--- config.mk ---
export PLATFORM = sky130hd
export DESIGN_NAME = keypad_uart_tx
export DESIGN_NICKNAME = d
export VERILOG_FILES = /design/src/rtl/keypad_uart_tx.sv
export SDC_FILE = /design/constraint.sdc
export NUM_CORES = 1
export LEC_CHECK = 0
export BUFFER_PORTS_ARGS = -buffer_cell sky130_fd_sc_hd__buf_2
export CAP_MARGIN = 20
export CORE_UTILIZATION = 40
export CTS_CLUSTER_SIZE = 10
export DETAILED_ROUTE_END_ITERATION = 10
export GPL_TIMING_DRIVEN = 1
export REMOVE_ABC_BUFFERS = 1
export SYNTH_ARGS = -nofsm -noshare
export SYNTH_HDL_FRONTEND = slang
export SYNTH_SLANG_ARGS = --single-unit
--- constraint.sdc ---
create_clock -name clk -period 2.7 [get_ports clk]
set_clock_uncertainty 0.05 [all_clocks]
set_input_delay 0.54 -clock clk [delete_from_list [all_inputs] [get_ports clk]]
set_output_delay 0.54 -clock clk [all_outputs]
set_load 0.02 [all_outputs]
--- src/rtl/keypad_uart_tx.sv ---
`timescale 1ns/1ps
// keypad_uart_tx: matrix keypad scanner with press/release debounce, key FIFO
// and an 8N1 UART sender emitting PREFIX + ASCII key per accepted key.
// Optional build macro: KPU_CRLF_EN appends 0x0D 0x0A to every message.
module keypad_uart_tx #(
   parameter int         CLK_HZ         = 27000000,
   parameter int         BAUD           = 9600,
   parameter int         ROWS           = 4,
   parameter int         COLS           = 4,
   parameter int         SCAN_DIV       = 27000,
   parameter int         DEBOUNCE_SCANS = 4,
   parameter int         FIFO_DEPTH     = 8,
   parameter logic [7:0] PREFIX         = 8'h32
) (
   input  logic                          clk,
   input  logic                          rst,
   input  logic [ROWS-1:0]               row_in,
   output logic [COLS-1:0]               col_out,
   output logic                          key_valid,
   output logic [3:0]                    key_code,
   output logic [$clog2(FIFO_DEPTH):0]   fifo_count,
   output logic                          overflow,
   output logic                          tx_busy,
   output logic                          uart_tx
);

   localparam int BAUD_DIV = CLK_HZ / BAUD;
   localparam int TW = (SCAN_DIV > 1) ? $clog2(SCAN_DIV) : 1;
   localparam int DW = $clog2(DEBOUNCE_SCANS + 1);
   localparam int AW = $clog2(FIFO_DEPTH);
   localparam int CW = AW + 1;
   localparam int BW = $clog2(BAUD_DIV);
`ifdef KPU_CRLF_EN
   localparam int MSG_BYTES = 4;
`else
   localparam int MSG_BYTES = 2;
`endif
   localparam logic [TW-1:0] TMAX      = TW'(SCAN_DIV - 1);
   localparam logic [DW-1:0] DB_LAST   = DW'(DEBOUNCE_SCANS - 1);
   localparam logic [1:0]    COL_LAST  = 2'(COLS - 1);
   localparam logic [BW-1:0] BAUD_LAST = BW'(BAUD_DIV - 1);
   localparam logic [1:0]    BYTE_LAST = 2'(MSG_BYTES - 1);

   typedef enum logic [1:0] {S_SCAN, S_PRESS_DB, S_HELD, S_RELEASE_DB} scan_state_t;
   typedef enum logic [1:0] {U_IDLE, U_START, U_DATA, U_STOP} uart_state_t;

   function automatic logic [7:0] key_ascii(input logic [3:0] k);
      case (k)
         4'd0:  key_ascii = "1";  4'd1:  key_ascii = "2";
         4'd2:  key_ascii = "3";  4'd3:  key_ascii = "A";
         4'd4:  key_ascii = "4";  4'd5:  key_ascii = "5";
         4'd6:  key_ascii = "6";  4'd7:  key_ascii = "B";
         4'd8:  key_ascii = "7";  4'd9:  key_ascii = "8";
         4'd10: key_ascii = "9";  4'd11: key_ascii = "C";
         4'd12: key_ascii = "*";  4'd13: key_ascii = "0";
         4'd14: key_ascii = "#";  default: key_ascii = "D";
      endcase
   endfunction

   function automatic logic [7:0] msg_byte(input logic [1:0] idx, input logic [3:0] k);
      case (idx)
         2'd0:    msg_byte = PREFIX;
         2'd1:    msg_byte = key_ascii(k);
         2'd2:    msg_byte = 8'h0D;
         default: msg_byte = 8'h0A;
      endcase
   endfunction

   // ---------------- row synchroniser ----------------
   logic [ROWS-1:0] row_meta_q, row_sync_q;

   // Two-flop synchroniser for the asynchronous keypad rows (idle high).
   always_ff @(posedge clk or negedge rst) begin
      if (!rst) begin
         row_meta_q <= '1;
         row_sync_q <= '1;
      end else begin
         row_meta_q <= row_in;
         row_sync_q <= row_meta_q;
      end
   end

   // ---------------- scanner ----------------
   scan_state_t     scan_q, scan_d;
   logic [TW-1:0]   tmr_q, tmr_d;
   logic [1:0]      col_q, col_d, row_q, row_d;
   logic [DW-1:0]   cnt_q, cnt_d;
   logic [COLS-1:0] col_out_q, col_out_d;
   logic            key_valid_q, key_valid_d;
   logic [3:0]      key_code_q, key_code_d;
   logic            push;
   logic            sample, any_low, row_low;
   logic [1:0]      low_row, next_col;

   assign sample   = (tmr_q == TMAX);
   assign row_low  = ~row_sync_q[row_q];
   assign next_col = (col_q == COL_LAST) ? 2'd0 : col_q + 2'd1;

   // Find the lowest-numbered row currently pulled low.
   always_comb begin
      any_low = 1'b0;
      low_row = 2'd0;
      for (int i = ROWS - 1; i >= 0; i--) begin
         if (!row_sync_q[i]) begin
            any_low = 1'b1;
            low_row = 2'(i);
         end
      end
   end

   // Scanner next-state: column walk, press debounce, hold, release debounce.
   always_comb begin
      scan_d      = scan_q;
      tmr_d       = sample ? '0 : tmr_q + 1'b1;
      col_d       = col_q;
      row_d       = row_q;
      cnt_d       = cnt_q;
      key_valid_d = 1'b0;
      key_code_d  = key_code_q;
      push        = 1'b0;
      unique case (scan_q)
         S_SCAN: if (sample) begin
            if (any_low) begin
               row_d = low_row;
               cnt_d = DW'(1);
               if (DEBOUNCE_SCANS == 1) begin
                  scan_d      = S_HELD;
                  key_valid_d = 1'b1;
                  key_code_d  = {low_row, col_q};
                  push        = 1'b1;
               end else begin
                  scan_d = S_PRESS_DB;
               end
            end else begin
               col_d = next_col;
            end
         end
         S_PRESS_DB: if (sample) begin
            if (row_low) begin
               if (cnt_q == DB_LAST) begin
                  scan_d      = S_HELD;
                  key_valid_d = 1'b1;
                  key_code_d  = {row_q, col_q};
                  push        = 1'b1;
               end else begin
                  cnt_d = cnt_q + 1'b1;
               end
            end else begin
               scan_d = S_SCAN;
               col_d  = next_col;
            end
         end
         S_HELD: if (sample && !row_low) begin
            if (DEBOUNCE_SCANS == 1) begin
               scan_d = S_SCAN;
               col_d  = next_col;
            end else begin
               scan_d = S_RELEASE_DB;
               cnt_d  = DW'(1);
            end
         end
         S_RELEASE_DB: if (sample) begin
            if (row_low) begin
               scan_d = S_HELD;
            end else if (cnt_q == DB_LAST) begin
               scan_d = S_SCAN;
               col_d  = next_col;
            end else begin
               cnt_d = cnt_q + 1'b1;
            end
         end
         default: scan_d = S_SCAN;
      endcase
      col_out_d = ~(COLS'(1) << col_d);
   end

   // Scanner registers. Reset parks on the last column at its sample point with
   // no column driven, so the first real visit (column 0) gets a full period.
   always_ff @(posedge clk or negedge rst) begin
      if (!rst) begin
         scan_q      <= S_SCAN;
         tmr_q       <= TMAX;
         col_q       <= COL_LAST;
         row_q       <= 2'd0;
         cnt_q       <= '0;
         col_out_q   <= '1;
         key_valid_q <= 1'b0;
         key_code_q  <= 4'd0;
      end else begin
         scan_q      <= scan_d;
         tmr_q       <= tmr_d;
         col_q       <= col_d;
         row_q       <= row_d;
         cnt_q       <= cnt_d;
         col_out_q   <= col_out_d;
         key_valid_q <= key_valid_d;
         key_code_q  <= key_code_d;
      end
   end

   // ---------------- key FIFO (first-word fall-through) ----------------
   logic [3:0]    mem_q [FIFO_DEPTH];
   logic [AW-1:0] wr_q, wr_d, rd_q, rd_d;
   logic [CW-1:0] count_q, count_d;
   logic          overflow_q, overflow_d;
   logic          pop, do_push, full;
   logic [3:0]    head;

   assign full    = (count_q == CW'(FIFO_DEPTH));
   assign do_push = push && (!full || pop);
   assign head    = mem_q[rd_q];

   // FIFO pointer/count update; a push into a full FIFO without a pop is dropped.
   always_comb begin
      wr_d       = do_push ? wr_q + 1'b1 : wr_q;
      rd_d       = pop ? rd_q + 1'b1 : rd_q;
      count_d    = count_q;
      if (do_push && !pop) count_d = count_q + 1'b1;
      if (!do_push && pop) count_d = count_q - 1'b1;
      overflow_d = overflow_q | (push & ~do_push);
   end

   // FIFO storage write.
   always_ff @(posedge clk) begin
      if (do_push) mem_q[wr_q] <= key_code_d;
   end

   // FIFO control registers.
   always_ff @(posedge clk or negedge rst) begin
      if (!rst) begin
         wr_q       <= '0;
         rd_q       <= '0;
         count_q    <= '0;
         overflow_q <= 1'b0;
      end else begin
         wr_q       <= wr_d;
         rd_q       <= rd_d;
         count_q    <= count_d;
         overflow_q <= overflow_d;
      end
   end

   // ---------------- UART transmitter ----------------
   uart_state_t   ust_q, ust_d;
   logic [BW-1:0] baud_q, baud_d;
   logic [2:0]    bit_q, bit_d;
   logic [1:0]    byte_q, byte_d;
   logic [3:0]    code_q, code_d;
   logic [7:0]    shift_q, shift_d;
   logic          tx_q, tx_d, busy_q, busy_d;
   logic          baud_end;

   assign baud_end = (baud_q == BAUD_LAST);

   // UART next-state; a new message starts straight out of the last stop bit
   // when keys are waiting, so consecutive messages have no idle gap.
   always_comb begin
      ust_d   = ust_q;
      baud_d  = baud_end ? '0 : baud_q + 1'b1;
      bit_d   = bit_q;
      byte_d  = byte_q;
      code_d  = code_q;
      shift_d = shift_q;
      tx_d    = tx_q;
      busy_d  = busy_q;
      pop     = 1'b0;
      unique case (ust_q)
         U_IDLE: begin
            baud_d = '0;
            if (count_q != '0) begin
               pop     = 1'b1;
               code_d  = head;
               byte_d  = 2'd0;
               shift_d = PREFIX;
               ust_d   = U_START;
               tx_d    = 1'b0;
               busy_d  = 1'b1;
            end
         end
         U_START: if (baud_end) begin
            bit_d = 3'd0;
            ust_d = U_DATA;
            tx_d  = shift_q[0];
         end
         U_DATA: if (baud_end) begin
            if (bit_q == 3'd7) begin
               ust_d = U_STOP;
               tx_d  = 1'b1;
            end else begin
               bit_d   = bit_q + 3'd1;
               shift_d = shift_q >> 1;
               tx_d    = shift_q[1];
            end
         end
         U_STOP: if (baud_end) begin
            if (byte_q != BYTE_LAST) begin
               byte_d  = byte_q + 2'd1;
               shift_d = msg_byte(byte_q + 2'd1, code_q);
               ust_d   = U_START;
               tx_d    = 1'b0;
            end else if (count_q != '0) begin
               pop     = 1'b1;
               code_d  = head;
               byte_d  = 2'd0;
               shift_d = PREFIX;
               ust_d   = U_START;
               tx_d    = 1'b0;
            end else begin
               ust_d  = U_IDLE;
               busy_d = 1'b0;
            end
         end
         default: ust_d = U_IDLE;
      endcase
   end

   // UART registers; reset forces the line idle-high immediately.
   always_ff @(posedge clk or negedge rst) begin
      if (!rst) begin
         ust_q   <= U_IDLE;
         baud_q  <= '0;
         bit_q   <= 3'd0;
         byte_q  <= 2'd0;
         code_q  <= 4'd0;
         shift_q <= 8'd0;
         tx_q    <= 1'b1;
         busy_q  <= 1'b0;
      end else begin
         ust_q   <= ust_d;
         baud_q  <= baud_d;
         bit_q   <= bit_d;
         byte_q  <= byte_d;
         code_q  <= code_d;
         shift_q <= shift_d;
         tx_q    <= tx_d;
         busy_q  <= busy_d;
      end
   end

   assign col_out    = col_out_q;
   assign key_valid  = key_valid_q;
   assign key_code   = key_code_q;
   assign fifo_count = count_q;
   assign overflow   = overflow_q;
   assign tx_busy    = busy_q;
   assign uart_tx    = tx_q;

endmodule

==> flow_metrics.tcl, run 1 <==
set metrics [dict create \
    wl_mm 11.1 \
    worstSetupPathType "reg -> reg" \
    yosysUniqueCellTypes 61 \
    firstDrtPassIters 4 \
    h-tree-depth 4 \
    final_common_cell "dfrtp_1" \
    slew_headroom_pct 56.6 \
    final_core_util_pct 49.2 \
    hold_viol_final 0 \
    rsz0062_at_grt "yes" \
    reg2reg_depth 12 \
    cp-start-kind "flop" \
    vias_per_cell 5.12 \
    cts-root-buf "clkbuf_16" \
    p_leak_nw 2.80 \
    pwr-share-comb_pct 1.0 \
    fin_area_um2 6830 \
    min_period_ps 2620 \
    grt_pass1_vias 3988 \
    first_iter_violations 259 \
    placed_area_um2 6180 \
    synth_seq_cells 117 \
    worstMarginPinSlew_ps 651 \
    grt_max_degree 51 \
    r2r_start "tmr_q[1]" \
    drv_slew 0 \
    seq_power_share_pct 46.9 \
    crit_required_ps 2980 \
    hold_path_class "in -> async" \
    drv_cap 0 \
    timing.fmax_ghz 0.381 \
    p_per_area_nw_per_um2 571 \
    track_usage_pct 16.9 \
    num_vias 3849 \
    p_sw_mw 0.815 \
    path_clk_slew_ps 50 \
    grt_pass1_wl_mm 19.1 \
    antenna_found_initial 0 \
    io_pins 22 \
    final_nets 591 \
    end_kind "flop" \
    crit_fanout 4 \
    avgSynthCellArea_um2 11.3 \
    cts_made_buffers 17 \
    crit_arrival_ps 2910 \
    synth-edff-count 32 \
    grt.overflow.total 0 \
    die_x_um 122 \
    finalCritPeriodShare_pct 97.2 \
    syn_inst 507 \
    antenna_left 0 \
    start_util_pct 41.2 \
    cts_tree "yes" \
    reg2reg_setup_slack_ps 80 \
    drcViolationCount 0 \
    crit_chain "ha_4 -> nand4b_1 -> nor4_4 -> nand4b_4 -> nand2_2 -> inv_1 -> ha_1 -> a21o_1 -> a21oi_2 -> buf_4 -> o31ai_2 -> a21oi_1" \
    critPathMaxStageDelay_ps 560 \
    clockBufferDepth 2 \
    fillers 1244 \
    critPathSlowestCell "dfstp_2" \
    switching_share_pct 20.9 \
    syn_to_final_growth_pct 19.5 \
    design.die.area_um2 14800 \
    cts_sinks 117 \
    internal_power_mw 3.09 \
    ir_worst_vdd_uv 414 \
    gp_congestion 0.773 \
    netlist_area_um2 5710 \
    ys_seq_area_share_pct 54.6 \
    synth_flop_cell "dfrtp_1" \
    async_reset_ff_share_pct 72.6 \
    wl_per_cell_um 14.8 \
    clock_latency_ps 410 \
    core_area_um2 13900 \
    place_hpwl_mm 7.74 \
    outcome "finished, final reports clean" \
    rows 43 \
    synth-warning-count 0 \
    drive_gt1_share_pct 25.9 \
    clkPwrFrac_pct 52.1 \
    worstReg2RegEnd "fifo_count[3]" \
    layout_common_cells "dfrtp_1, nand2_1, nor2_1, edfxtp_1, o21ai_0" \
    setup_viol 0 \
    die_h_um 122 \
    num_antenna_cells 0 \
    port_buffers 21 \
]
-- through the flow --
| stage | power, mW | setup WS, ps | TNS, ps | instances | hold WS (ps) |
|---|---|---|---|---|---|
| finish | 3.90 | 76.9 | 0 | 752 | 104 |
| global route | 4.02 | -101 | -129 | 752 | 150 |
| CTS | 3.95 | 25.2 | 0 | 751 | 120 |
| detailed placement | 1.90 | -138 | -208 | 719 | 297 |
| global placement | 1.90 | -20.1 | -20.1 | 719 | 296 |
| floorplan | 1.86 | -985 | -30160 | 492 | 194 |
-- per-layer routing --
layer  up-vias  track usage, %  part of all wire [%]
met5         -               0                     0
li1       1912               -                     -
met2        66            27.3                    49
met1      1857            21.2                    46
met4         0            6.79                   1.4
met3        14            4.98                   3.6
-- logic make-up (layout without fill, tap and decap cells) --
| group | Yosys count | after routing | synth area share [%] |
|---|---|---|---|
| and+or+nand+nor | 184 | 184 | 16.5 |
| DFF | 117 | 117 | 54.6 |
| AOI/OAI and AO/OA | 92 | 92 | 9.99 |
| buffers and inverters | 36 | 101 | 2.41 |
| adders and majority gates | 26 | 26 | 5.83 |
| xor gates and xnor gates | 26 | 26 | 3.99 |
| muxes | 26 | 26 | 6.72 |
-- worst max path at each step --
stage / from / to / slack, ps / cells past startpoint
floorplan: tmr_q[0] / fifo_count[3] / -980 / 12
global placement: tmr_q[0] / fifo_count[3] / -20 / 12
detailed placement: tmr_q[1] / fifo_count[3] / -140 / 12
CTS: tmr_q[1] / fifo_count[3] / 30 / 12
global route: tmr_q[1] / fifo_count[3] / -100 / 12
finish: tmr_q[1] / fifo_count[3] / 80 / 12
-- power groups by stage --
stage,Combinational (mW),Clock (mW),Sequential [mW]
after global routing,0.0472,2.15,1.83
after detailed placement,0.0419,0,1.86
after global placement,0.0411,0,1.86
after floorplan,0.00520,0,1.86
after CTS,0.0422,2.08,1.83
final,0.0401,2.03,1.83
-- synth_stat cells (2+ instances only) --
| library cell | instances | area [um^2] |
|---|---|---|
| xor2_1 | 15 | 131 |
| nand4bb_1 | 2 | 22.5 |
| nor3_1 | 9 | 45.0 |
| nor3b_1 | 3 | 22.5 |
| ha_1 | 25 | 313 |
| a31oi_1 | 2 | 12.5 |
| edfxtp_1 | 32 | 961 |
| mux2_2 | 5 | 56.3 |
| or2_2 | 3 | 18.8 |
| a2bb2oi_1 | 2 | 17.5 |
| inv_1 | 21 | 78.8 |
| and2_1 | 2 | 12.5 |
| a211o_1 | 2 | 17.5 |
| nor4_2 | 3 | 37.5 |
| a22oi_1 | 6 | 45.0 |
| nor2_1 | 44 | 165 |
| a211oi_1 | 2 | 15.0 |
| dfstp_2 | 25 | 657 |
| o31ai_1 | 2 | 15.0 |
| mux4_2 | 9 | 203 |
| o22ai_1 | 2 | 12.5 |
| a22o_1 | 4 | 35.0 |
| a21oi_1 | 26 | 130 |
| or3_1 | 2 | 12.5 |
| buf_1 | 3 | 11.3 |
| nand2b_1 | 14 | 87.6 |
| nand2_1 | 58 | 218 |
| nor2b_1 | 5 | 31.3 |
| o21ai_0 | 32 | 160 |
| and3_1 | 8 | 50.1 |
| dfrtp_1 | 60 | 1500 |
| xnor2_1 | 11 | 96.3 |
| nand4_1 | 6 | 37.5 |
| buf_2 | 2 | 10.0 |
| nand3_1 | 11 | 55.1 |
| mux2i_1 | 11 | 110 |
| nand4b_1 | 4 | 35.0 |
| nand3b_1 | 2 | 15.0 |
| clkbuf_1 | 10 | 37.5 |
-- cell type report --
cell class,count,area [um^2],share of cell area (%)
timing repair buffer,48,310,4.55
sequential,117,3120,45.7
clock inverter,14,114,1.67
inverter,21,78.8,1.15
clock buffer,18,429,6.29
multi-input combinational,354,2550,37.4
tap,180,225,3.30
-- critical path: cells and delay by family, from the launching register on --
family,cells,cell delay [ps]
compound gates,4,560
fa+ha+maj,2,440
flops,1,560
simple gates,4,740
buf+inv,2,210
-- timing repair --
action | CTS | global route
pin swaps | 1 | 9
resized for setup | 2 | 19
hold buffers | 0 | 0
setup buffers | 0 | 1
setup endpoints to repair | 33 | 34
cloned | 0 | 0
-- sequential cells by signal, indices dropped and copies added, names as in the netlist, 8 cells and up, named ones only --
name / count
mem_q: 32
tmr_q: 15
baud_q: 12
shift_q: 8
Note: power is estimated with default switching activity, not from simulation.
==> run 2: changes to the inputs <==
--- a/config.mk
+++ b/config.mk
@@ -5,6 +5,7 @@
 export SDC_FILE = /design/constraint.sdc
 export NUM_CORES = 1
 export LEC_CHECK = 0
+export ABC_AREA = 1
 export BUFFER_PORTS_ARGS = -buffer_cell sky130_fd_sc_hd__buf_2
 export CAP_MARGIN = 20
 export CORE_UTILIZATION = 40
==> run 2 against run 1 <==
Compared with the run above:
- global-route usage rose by 0.47 points
- critical endpoint is now mem_q[4][0]
- hold slack got worse by 12 ps
- setup slack improved by 130 ps
- count of clock-buffer cells in the layout fell by 1
- first-iteration DRC count rose by 15%
==> flow_metrics.tcl, run 2 <==
set metrics [dict create \
    outcome "finished, final reports clean" \
    grt_max_degree 86 \
    design.die.area_um2 15400 \
    final_common_cell "nand2_1" \
    hold_slack_ps 92.4 \
    cts_tree "yes" \
    start_util_pct 40.9 \
    num_vias 4626 \
    clockBufferDepth 2 \
    synth_seq_cells 117 \
    drive_gt1_share_pct 19.2 \
    die_x_um 124 \
    rows 44 \
    path_buf_inv 2 \
    end_kind "flop" \
    grt.overflow.total 0 \
    io_pins 22 \
    worstSetupPathType "reg -> reg" \
    grt_pass1_wl_mm 20.4 \
    yosysMostFrequentCell "nand2_1" \
    p_per_area_nw_per_um2 575 \
    critPathMaxStageDelay_ps 540 \
    cts_made_buffers 17 \
    port_buffers 21 \
    gp_congestion 0.839 \
    synth_flop_cell "dfrtp_1" \
    fin_cells 908 \
    first_iter_violations 298 \
    holdBufCountCts 0 \
    layout_common_cells "nand2_1, inv_1, o21ai_0, nor2_1, dfrtp_1" \
    ir_worst_vdd_uv 447 \
    wl_per_cell_um 12.9 \
    syn_inst 649 \
    num_antenna_cells 0 \
    worstMarginPinSlew_ps 581 \
    power_mw 4.08 \
    yosysUniqueCellTypes 49 \
    reg.largest.list "mem_q x32, tmr_q x15, baud_q x12" \
    final_core_util_pct 48.8 \
    final_nets 743 \
    setup_tns_ps 0 \
    largest-register "mem_q" \
    ys_seq_area_share_pct 52.5 \
    async_reset_ff_share_pct 72.6 \
    grt_pass1_vias 4481 \
    clock_latency_ps 410 \
    netlist_top_cells_area "dfrtp_1, edfxtp_1, dfstp_2" \
    core_area_um2 14500 \
    rsz0062_at_grt "yes" \
    h-tree-depth 4 \
    critPathTopFamily "simple AND/OR/NAND/NOR gates" \
    min_period_ps 2490 \
    die_h_um 124 \
    firstDrtPassIters 5 \
    placed_cells 873 \
    cts_sinks 117 \
    drcViolationCount 0 \
    synth-edff-count 32 \
    synth-warning-count 0 \
    synthTopCellsByCount "nand2_1, inv_1, o21ai_0, nor2_1, dfrtp_1" \
    crit_fanout 8 \
    p_leak_nw 3.17 \
    netlist_area_um2 5950 \
    antenna_left 0 \
    place_hpwl_mm 8.53 \
    path_clk_slew_ps 50 \
    hold_viol_final 0 \
    setup_viol 0 \
    syn_to_final_growth_pct 19.2 \
    crit_arrival_ps 2570 \
    cts-root-buf "clkbuf_16" \
    slew_headroom_pct 61.0 \
    hold_path_class "in -> async" \
    synth.top_cell.area_share_pct 25.3 \
    vias_per_cell 5.09 \
    avgSynthCellArea_um2 9.16 \
    timing.fmax_ghz 0.401 \
    largest_register_ffs 32 \
    yosysTopAreaCell "dfrtp_1" \
    cp-start-kind "flop" \
    drv_cap 0 \
    crit_required_ps 2780 \
    crit_chain "ha_2 -> nand2_1 -> nor2_2 -> nand2_2 -> buf_4 -> nor2_8 -> nand2_4 -> nor2_8 -> nand3_2 -> nor3_1 -> buf_4" \
    antenna_found_initial 0 \
    track_usage_pct 17.4 \
    critPathSlowestCell "dfstp_2" \
    drv_slew 0 \
    wl_mm 11.7 \
    finalCritPeriodShare_pct 92.3 \
]
run 2: changes by cell type after synthesis, moves of 8 or more:
cell / previous run / this run
inv_1: 21 / 88
nand2_1: 58 / 115
nor2_1: 44 / 62
xnor2_1: 11 / 3
nand2b_1: 14 / 0
mux2i_1: 11 / 0
nand3_1: 11 / 35
clkbuf_1: 10 / 2
mux4_2: 9 / 0
o21ai_0: 32 / 69
o22ai_1: 2 / 10
run 2: path summary, 6_finish.rpt:
kind | depth (start not counted) | to | slack (ps) | startpoint
worst max-delay path | 11 | mem_q[4][0] | 210 | tmr_q[1]
worst min-delay path | 2 | baud_q[11] | 90 | rst
worst max register to register | 11 | mem_q[4][0] | 210 | tmr_q[1]
worst min register to register | 0 | row_sync_q[2] | 300 | row_meta_q[2]
max in group asynchronous | 2 | row_meta_q[3] | 2090 | rst
min in group clk | 1 | row_meta_q[3] | 180 | row_in[3]
run 2: layout make-up:
cell class	count	area (um^2)
fillers	1370	7440
clock buffers	17	425
flip-flops and latches	117	3120
multi-input cells	436	2490
clock inverters	15	163
well taps	184	230
inverters	91	342
repair buffers	48	323
run 2: power breakdown:
group	total, mW	internal, mW	switching, mW
sequential	1.83	1.83	0.00386
combinational	0.0395	0.00862	0.0308
clock	2.21	1.43	0.773
run 2: logic make-up after synthesis:
family / after synthesis / synth area share [%]
and+or+nand+nor: 269 / 21.4
muxes: 1 / 0.189
xor gates and xnor gates: 13 / 1.91
adders and majority gates: 26 / 5.60
AOI/OAI and AO/OA: 127 / 12.3
DFF: 117 / 52.5
buffers and inverters: 96 / 6.10
run 2: metrics by stage:
stage          worst slack (ps)  instance area, um^2
2_1_floorplan             -18.9                 5920
3_3_place_gp               15.2                 6450
3_5_place_dp              -90.2                 6450
4_1_cts                    38.7                 7060
5_1_grt                   -16.9                 7090
6_report                    208                 7090
run 2: what timing repair did:
item,CTS,global route
pin swaps,1,3
setup buffers,2,1
gates cloned,0,0
gates resized for setup,1,5
setup endpoints to repair,1,18
run 2: routing by layer:
| metal | GRT usage (%) | vias up | wire (um) |
|---|---|---|---|
| met2 | 28.3 | 92 | 5700 |
| met3 | 4.30 | 20 | 416 |
| met5 | 0 | - | 0 |
| met1 | 21.3 | 2205 | 5280 |
| met4 | 9.00 | 0 | 274 |
| li1 | - | 2309 | - |
==> run 3: changes to the inputs <==
--- a/config.mk
+++ b/config.mk
@@ -12,7 +12,6 @@
 export CTS_CLUSTER_SIZE = 10
 export DETAILED_ROUTE_END_ITERATION = 10
 export GPL_TIMING_DRIVEN = 1
-export REMOVE_ABC_BUFFERS = 1
 export SYNTH_ARGS = -nofsm -noshare
 export SYNTH_HDL_FRONTEND = slang
 export SYNTH_SLANG_ARGS = --single-unit
==> run 3 against run 2 <==
Compared with the run above:
- flip-flop and latch count is the same
- clock power decreased by 7%
- utilization fell by 0.48 points
- cell count shrank 0.55%
- total power shrank 3.9%
- global-route usage increased by 0.21 points
- wire length rose by 0.58%
- via count shrank 3.2%
- largest power group unchanged
==> flow_metrics.tcl, run 3 (same netlist as run 2, synthesis figures left out) <==
set metrics [dict create \
    outcome "finished, final reports clean" \
    seq_power_share_pct 46.7 \
    placed_cells 869 \
    num_antenna_cells 0 \
    crit_required_ps 2960 \
    h-tree-depth 4 \
    die_x_um 124 \
    crit_arrival_ps 2730 \
    place_hpwl_mm 8.43 \
    largest_register_ffs 32 \
    holdBufCountCts 0 \
    design.die.area_um2 15400 \
    io_pins 22 \
    largest-register "mem_q" \
    final_nets 738 \
    wl_per_cell_um 13.0 \
    cts_sinks 117 \
    grt_pass1_vias 4524 \
    grt_max_degree 53 \
    rsz0062_at_grt "yes" \
    path_clk_slew_ps 50 \
    cts_made_buffers 17 \
    p_sw_mw 0.803 \
    cts_tree "yes" \
    num_vias 4480 \
    port_buffers 21 \
    drive_gt1_share_pct 18.5 \
    drcViolationCount 0 \
    syn_to_final_growth_pct 18.1 \
    power_mw 3.92 \
    hold_viol_final 0 \
    internal_power_mw 3.11 \
    worstMarginPinSlew_ps 910 \
    layout_common_cells "nand2_1, inv_1, o21ai_0, nor2_1, dfrtp_1" \
    clkPwrFrac_pct 52.3 \
    worstSetupPathType "reg -> reg" \
    cts-root-buf "clkbuf_16" \
    path_buf_inv 3 \
    reg2reg_depth 17 \
    firstDrtPassIters 5 \
    synth_nets 681 \
    finalCritPeriodShare_pct 91.2 \
    reg.largest.list "mem_q x32, tmr_q x15, baud_q x12" \
    min_period_ps 2460 \
    hold_path_class "in -> async" \
    fin_cells 903 \
    crit_fanout 5 \
    die_h_um 124 \
    core_area_um2 14500 \
    placed_area_um2 6420 \
    critPathSlowestCell "dfstp_2" \
    clockBufferDepth 2 \
    final_core_util_pct 48.3 \
    antenna_found_initial 0 \
    grt.overflow.total 0 \
    cpMostUsedCell "nand2_1" \
    p_per_area_nw_per_um2 558 \
    antenna_left 0 \
    p_leak_nw 3.12 \
    gp_congestion 0.886 \
    switching_share_pct 20.5 \
    drv_cap 0 \
    critPathMaxStageDelay_ps 560 \
    critPathTopFamily "simple AND/OR/NAND/NOR gates" \
    first_iter_violations 333 \
    final_common_cell "nand2_1" \
    ir_worst_vdd_uv 454 \
    clock_latency_ps 420 \
    crit_chain "nand2_1 -> nor2_1 -> nand2_1 -> nor3_4 -> nand2_2 -> nand3_2 -> inv_2 -> ha_4 -> nand2_1 -> nand2_1 -> a31o_2 -> inv_1 -> nand2_1 -> nand3_1 -> nand2_1 -> nand2_1 -> inv_1" \
    setup_viol 0 \
    wl_mm 11.7 \
    track_usage_pct 17.6 \
    end_kind "flop" \
    start_util_pct 40.9 \
    rows 44 \
    timing.fmax_ghz 0.406 \
    fin_area_um2 7020 \
    grt_pass1_wl_mm 20.6 \
    drv_slew 0 \
    pwr-share-comb_pct 1.0 \
    crit_cells 17 \
    cp-start-kind "flop" \
    slew_headroom_pct 38.7 \
    vias_per_cell 4.96 \
]
## run 3: cell count changes in the layout (fill, tap and decap cells not counted), sizes merged
cell      previous run  this run
clkbuf              17        23
buf                 48        43
clkinv               8         3
bufinv               3         1
clkinvlp             3         5
inv                 92        91
## run 3: path summary, 6_finish.rpt
kind	to	startpoint	slack, ps
min in group clk	row_meta_q[3]	row_in[3]	160
setup reg to reg	fifo_count[3]	tmr_q[11]	240
hold / removal	baud_q[9]	rst	20
max in group asynchronous	row_sync_q[2]	rst	1890
setup / recovery	fifo_count[3]	tmr_q[11]	240
hold reg to reg	row_sync_q[2]	row_meta_q[2]	310
## run 3: stage by stage
| stage | hold WS (ps) | setup TNS [ps] | setup WS (ps) |
|---|---|---|---|
| 6_report | 23.9 | 0 | 237 |
| 4_1_cts | 29.3 | 0 | 30.6 |
| 2_1_floorplan | 194 | 0 | 133 |
| 3_5_place_dp | 299 | -13.1 | -13.1 |
| 3_3_place_gp | 299 | 0 | 105 |
| 5_1_grt | 52.1 | -44.3 | -44.3 |
## run 3: routing by layer
metal | vias to the layer above | track usage [%] | share of wire [%]
met5 | - | 0 | 0
met4 | 0 | 8.93 | 1.8
met3 | 19 | 4.53 | 3.8
met2 | 86 | 27.7 | 47
met1 | 2085 | 22.3 | 48
li1 | 2290 | - | -
## run 3: final cells by class
cell class                 instances  area (um^2)
fill                            1371         7510
sequential                       117         3120
multi-input combinational        436         2500
clock buffer                      23          458
inverter                          91          342
timing repair buffer              43          285
tap                              184          230
clock inverter                     9         82.6
## run 3: power by group through the flow
stage / registers, mW / clock network [mW] / logic (mW)
after floorplan: 1.86 / 0 / 0.00690
after global placement: 1.86 / 0 / 0.0409
after detailed placement: 1.86 / 0 / 0.0418
after CTS: 1.83 / 2.11 / 0.0422
after global routing: 1.83 / 2.19 / 0.0472
final: 1.83 / 2.05 / 0.0391
## run 3: repair_timing
item                                    in CTS  in global routing
endpoints found under the setup margin       1                  5
gates resized for setup                      2                  5
pin swaps                                    0                  3
buffers inserted                             0                  2
